<file path="src/rtl/wb_gpio_irq.sv">
// Wishbone classic GPIO block with per-bit output enables and edge-triggered interrupts.
// Every access terminates one cycle after it is sampled, so back-to-back traffic runs at one access per two cycles.
module wb_gpio_irq #(
  parameter int unsigned      WIDTH   = 32,
  parameter logic [WIDTH-1:0] POL_RST = {WIDTH{1'b1}}
) (
  input  logic             wb_clk_i,
  input  logic             wb_rst_i,
  input  logic             wb_cyc_i,
  input  logic             wb_stb_i,
  input  logic             wb_we_i,
  input  logic [2:0]       wb_adr_i,
  input  logic [31:0]      wb_dat_i,
  input  logic [3:0]       wb_sel_i,
  output logic [31:0]      wb_dat_o,
  output logic             wb_ack_o,
  output logic             wb_err_o,
  output logic             wb_inta_o,
  input  logic [WIDTH-1:0] gpio_i,
  output logic [WIDTH-1:0] gpio_o,
  output logic [WIDTH-1:0] gpio_oe_o
);

  localparam logic [2:0] ADR_IN  = 3'd0;
  localparam logic [2:0] ADR_OUT = 3'd1;
  localparam logic [2:0] ADR_OE  = 3'd2;
  localparam logic [2:0] ADR_IE  = 3'd3;
  localparam logic [2:0] ADR_POL = 3'd4;
  localparam logic [2:0] ADR_IS  = 3'd5;

  logic             ack_q, ack_d;
  logic             err_q, err_d;
  logic             inta_q, inta_d;
  logic [31:0]      dat_q, dat_d;
  logic [WIDTH-1:0] out_q, out_d;
  logic [WIDTH-1:0] oe_q, oe_d;
  logic [WIDTH-1:0] ie_q, ie_d;
  logic [WIDTH-1:0] pol_q, pol_d;
  logic [WIDTH-1:0] is_q, is_d;
  logic [WIDTH-1:0] sync1_q, in_q, prev_q;
  logic [1:0]       armCnt_q, armCnt_d;

  logic             req;
  logic             adrValid;
  logic             wrEn;
  logic             armed;
  logic [31:0]      laneMask;
  logic [31:0]      rdData;
  logic [WIDTH-1:0] wMask;
  logic [WIDTH-1:0] wData;
  logic [WIDTH-1:0] isClr;
  logic [WIDTH-1:0] edgeDet;
  logic [WIDTH-1:0] edgeSet;

  // The pending termination blocks a second request so each access is taken exactly once.
  assign req      = wb_cyc_i & wb_stb_i & ~ack_q & ~err_q;
  assign adrValid = ~(wb_adr_i[2] & wb_adr_i[1]);
  assign wrEn     = req & wb_we_i & adrValid;

  assign laneMask = {{8{wb_sel_i[3]}}, {8{wb_sel_i[2]}}, {8{wb_sel_i[1]}}, {8{wb_sel_i[0]}}};
  assign wMask    = laneMask[WIDTH-1:0];
  assign wData    = wb_dat_i[WIDTH-1:0];

  // Edges are ignored until the arm counter saturates, hiding the synchronizer filling up after reset.
  assign armed    = (armCnt_q == 2'd3);
  assign armCnt_d = armed ? armCnt_q : armCnt_q + 2'd1;
  assign edgeDet  = (pol_q & in_q & ~prev_q) | (~pol_q & ~in_q & prev_q);
  assign edgeSet  = armed ? edgeDet : '0;

  always_comb begin
    out_d = out_q;
    oe_d  = oe_q;
    ie_d  = ie_q;
    pol_d = pol_q;
    isClr = '0;
    if (wrEn) begin
      case (wb_adr_i)
        ADR_OUT: out_d = (out_q & ~wMask) | (wData & wMask);
        ADR_OE:  oe_d  = (oe_q  & ~wMask) | (wData & wMask);
        ADR_IE:  ie_d  = (ie_q  & ~wMask) | (wData & wMask);
        ADR_POL: pol_d = (pol_q & ~wMask) | (wData & wMask);
        ADR_IS:  isClr = wData & wMask;
        default: isClr = '0;
      endcase
    end
    // A new edge on the same clock as a clear keeps the bit set.
    is_d = (is_q & ~isClr) | edgeSet;
  end

  always_comb begin
    rdData = '0;
    case (wb_adr_i)
      ADR_IN:  rdData[WIDTH-1:0] = in_q;
      ADR_OUT: rdData[WIDTH-1:0] = out_q;
      ADR_OE:  rdData[WIDTH-1:0] = oe_q;
      ADR_IE:  rdData[WIDTH-1:0] = ie_q;
      ADR_POL: rdData[WIDTH-1:0] = pol_q;
      ADR_IS:  rdData[WIDTH-1:0] = is_q;
      default: rdData = '0;
    endcase
  end

  assign ack_d  = req & adrValid;
  assign err_d  = req & ~adrValid;
  assign dat_d  = (req & ~wb_we_i & adrValid) ? rdData : '0;
  assign inta_d = |(is_q & ie_q);

  always_ff @(posedge wb_clk_i or negedge wb_rst_i) begin
    if (!wb_rst_i) begin
      ack_q    <= 1'b0;
      err_q    <= 1'b0;
      inta_q   <= 1'b0;
      dat_q    <= '0;
      out_q    <= '0;
      oe_q     <= '0;
      ie_q     <= '0;
      pol_q    <= POL_RST;
      is_q     <= '0;
      sync1_q  <= '0;
      in_q     <= '0;
      prev_q   <= '0;
      armCnt_q <= 2'd0;
    end else begin
      ack_q    <= ack_d;
      err_q    <= err_d;
      inta_q   <= inta_d;
      dat_q    <= dat_d;
      out_q    <= out_d;
      oe_q     <= oe_d;
      ie_q     <= ie_d;
      pol_q    <= pol_d;
      is_q     <= is_d;
      sync1_q  <= gpio_i;
      in_q     <= sync1_q;
      prev_q   <= in_q;
      armCnt_q <= armCnt_d;
    end
  end

  // Terminations are masked by cyc so a master that abandons a cycle never sees a stray ack.
  assign wb_ack_o  = ack_q & wb_cyc_i;
  assign wb_err_o  = err_q & wb_cyc_i;
  assign wb_dat_o  = wb_ack_o ? dat_q : '0;
  assign wb_inta_o = inta_q;
  assign gpio_o    = out_q;
  assign gpio_oe_o = oe_q;

endmodule

</file>
<file path="config.mk">
export PLATFORM = sky130hd
export DESIGN_NAME = wb_gpio_irq
export DESIGN_NICKNAME = d
export VERILOG_FILES = /design/src/rtl/wb_gpio_irq.sv
export SDC_FILE = /design/constraint.sdc
export NUM_CORES = 1
export LEC_CHECK = 0
export CAP_MARGIN = 0
export CORE_ASPECT_RATIO = 0.75
export CORE_MARGIN = 3
export CORE_UTILIZATION = 59
export CTS_BUF_LIST = sky130_fd_sc_hd__clkbuf_2
export DETAILED_ROUTE_END_ITERATION = 7
export GPL_ROUTABILITY_DRIVEN = 0
export GPL_TIMING_DRIVEN = 0
export PLACE_DENSITY = 0.86
export SLEW_MARGIN = 5
export SYNTH_ARGS = -nofsm -noshare
export SYNTH_HDL_FRONTEND = slang
export SYNTH_SLANG_ARGS = --single-unit
</file>
<file path="constraint.sdc">
create_clock -name wb_clk_i -period 3.3 [get_ports wb_clk_i]
set_input_delay 0.33 -clock wb_clk_i [delete_from_list [all_inputs] [get_ports wb_clk_i]]
set_output_delay 0.33 -clock wb_clk_i [all_outputs]
set_load 0.005 [all_outputs]
</file>
======== Word-level counts from Yosys, hierarchy flattened ========
Cells that the tools add are included.
storage, ports and cells
  bits in registers ....................... 293
  word-level logic and storage cells ...... 70
  input bits .............................. 76
operators by class
  bitwise operators ....................... 38
  mux-type cells .......................... 6
  reduce and logical (&&, ||, !) cells .... 6
  $add $sub $neg .......................... 1
  eq/ne operators ......................... 6
operators by type and width
  cell                   number
  $and A32 B32 Y32       11
  $or A32 B32 Y32        6
  $pmux W32 S6           1
  $mux W32               5
  $not A32 Y32           5
  $reduce_or A32 Y1      1
  $and A1 B1 Y1          12
  $reduce_and A2 Y1      4
  $eq A3 B2 Y1 const B   2
  $eq A3 B3 Y1 const B   2
  $not A1 Y1             4
  $eq A3 B1 Y1 const B   1
  $logic_not A3 Y1       1
  $add A2 B1 Y2 const B  1
  $eq A2 B2 Y1 const B   1

======== Longest topological paths before layout ========
  depth in word-level cells ............... 9
  mapped depth ............................ 7

======== Worst setup path before layout ========
OpenSTA, ideal clock, no wires.
  kind .................................... input -> register
  start ................................... input wb_adr_i[0]
  end ..................................... register with a tool-made name
  cell stages on the path ................. 5
  setup slack ............................. 1,530 ps
  arrival time ............................ 1,645 ps
  cell sequence ........................... buf_2 > nor3b_1 > nand2_2 > nor2_4 > mux2_2
RTL lines
  element             line  text
  start: declaration  12    input logic [2:0] wb_adr_i,

======== Worst setup path in the final report ========
  start ................................... register ack_q
  end ..................................... output wb_dat_o[7]
on the way
  longest elaborated chain between the ends .. 2
RTL lines
  element                   line  text
  start: declaration        31    logic ack_q, ack_d;
  start signal: assignment  124   ack_q <= ack_d;
  $and A1 B1 Y1             141   assign wb_ack_o = ack_q & wb_cyc_i;
  $mux W32                  143   assign wb_dat_o = wb_ack_o ? dat_q : '0;
  end: declaration          15    output logic [31:0] wb_dat_o,
Every way passes these cells.

==> metrics.txt <==
Cells after Synth=996; PostCTS Resize Cnt=0; #FFs+latches synth=between 200 and 300; Place WS=approximately 0.35 ns; CTS H-tree lvls=3; Initial Utilization=between 60% and 70%; Yosys warnings=0; io pins=between 150 and 200; antenna violations before repair=1; Worst Setup SP=ack_q; Post-synth top cells=dfrtp_1, mux2_2, nand2_1, nor2_1, o21ai_0; Post-Syn Area=between 10,000 and 15,000 sq um; static leakage=roughly 6.8 nW; die width=172 um; Synth Area per Inst=approximately 12 sq um; 1st-iter DRT viols=1,203; worst hold path type=input port to asynchronous set/reset pin; via count=between 9,000 and 10,000; Synth cell types=43; I/O Buffers=about 170; outcome=complete, no violations; DRT antenna net count=0; Placed Instances=~1,400; Final Critical Period=about 3 ns; Final setup viols=0; Worst-Margin Slew=approximately 1.4 ns; Nets=between 1,000 and 1,500; Fin. Hold Viols=0; RSZ-0062 raised after global routing=false; worst rel slew slack=between 8 and 9%; first-pass GRT wire length=55,100 um; ys async rst share=between 90% and 100%; Synth-to-Final Area Change=25.2%; most frequent cell after synthesis=dfrtp_1; fillers=~1,300; # rows=between 40 and 50; worst-path fanout max=10; PD cells=502 nW/um^2; DP HPWL=24,400 um; peak supply drop=approximately 0.28 mV; WS Path Type=flip-flop to output port; Worst Setup End Kind=output port; R2R cell count=5; Worst-Skew Late Latency=between 0.8 and 0.9 ns; vias per inst=between 6 and 7; grt total ovfl=0; Reg clk slew, reported paths=roughly 0.12 ns; Final Skew=approximately 0.057 ns; CTS sink cnt=between 200 and 300; final WL=about 37,000 um; sequential fraction of the synthesis area=60.4%; Arr. time, crit path=~2.7 ns; wire per inst=23.1 um; Final Util=~77%; EDFF count, synth=0; Pwr Total=0.00767 W; area of the core=a little under 20,000 sq um; RR Startpoint=ack_q; Finished Layout Cells=1,580; Synth Net Count=1,073; CTS tree=yes; Root Driver=clkbuf_2; number of global-route vias before repair=9,639; GRT Total Usage=approximately a third; Max Transition Viols Final=0; Max clock buf depth=3; Req. time, crit path=a little under 3 ns; startpoint class of the critical path=flip-flop; CTS Buf Count=68; Residual DRC=0; most area-consuming cells after synthesis=dfrtp_1, mux2_2, dfstp_2, mux2i_1, nand2_1; Initial DRT Pass Iterations=7; Synth top area share=53.5%; largest net degree at the start of global routing=between 100 and 150; DIE AREA=between 20,000 and 25,000 sq um; fmax=331 MHz; dominant synthesized flop cell=dfrtp_1; share of cells above drive strength 1=roughly a quarter; max-cap viol count=0; dominant cell type by area after synthesis=dfrtp_1; worst setup margin=0.279 ns; final cycle utilization of the critical path=about nine tenths; Die Height=131 um
## critical path, stage by stage, from the launching register on
cell and delay, ns:
dfrtp_1 0.58, clkbuf_1 0.51, and3_1 0.28, clkdlybuf4s50_1 0.51
## power by group
group	leakage [nW]	switching, W	total [W]	internal [W]
registers	3.52	0.000263	0.00416	0.00389
clock network	0.507	0.00143	0.00245	0.00102
logic	2.77	0.000488	0.00107	0.000580
## kinds of logic after synthesis
logic type | share of synthesized area, %
DFF | 60.4
buffers and inverters | 1.46
muxes | 17.3
xor gates and xnor gates | 0.0718
adders and majority gates | 0.103
and+or+nand+nor | 12.7
AOI/OAI and AO/OA | 8.00
## layer usage
layer	up-vias	GRT usage (%)	wire [um]
met4	0	11.9	1090
met3	109	13.0	5300
met5	-	0	0
met2	721	47.5	15800
met1	4713	46.1	14400
li1	4149	-	-
## worst paths after layout
kind / to / slack, ns
min in group wb_clk_i: is_q[15] / 0.11
max in group asynchronous: sync1_q[25] / 1.84
setup / recovery: wb_dat_o[7] / 0.28
hold reg to reg: in_q[22] / 0.33
setup reg to reg: dat_q[19] / 0.83
hold / removal: asynchronous set/reset pin / 0.04
## per-stage QoR
stage          TNS [ns]  hold slack, ns  instance area (sq um)
4_1_cts               0          0.0128                  15300
6_report              0          0.0409                  15300
2_1_floorplan         0          0.0344                  12200
3_3_place_gp   -2850.19           0.332                  14200
3_5_place_dp          0           0.327                  14300
5_1_grt               0          0.0535                  15300
## final cells by class
type / count / area, sq um / share of cell area [%]
Buffer: 40 / 166 / 1.09
Inverter: 3 / 11.3 / 0.0737
Antenna cell: 1 / 2.50 / 0.0164
Clock inverter: 15 / 109 / 0.712
Multi-Input combinational cell: 660 / 4650 / 30.5
Sequential cell: 293 / 7370 / 48.3
Timing Repair Buffer: 206 / 2100 / 13.8
Tap cell: 253 / 317 / 2.07
Clock buffer: 109 / 546 / 3.57
## placed cells by master (no fill, tap or decap), types with 11 or more instances in the layout
cell,instances
a22oi_1,16
nor2_1,85
o21ai_0,65
mux2i_1,59
nand2_1,101
clkbuf_1,22
dfstp_2,32
clkinv_1,11
and3_1,28
mux2_2,125
nor3b_1,33
a21oi_1,46
buf_2,13
clkdlybuf4s50_1,168
clkbuf_2,109
dfrtp_1,261
o22ai_1,23
dlygate4sd3_1,35
## what timing repair did
action,CTS,global route
setup buffers,0,0
hold buffers,35,0
endpoints found under the hold margin,179,0
Power figures use the tool's default switching activity.
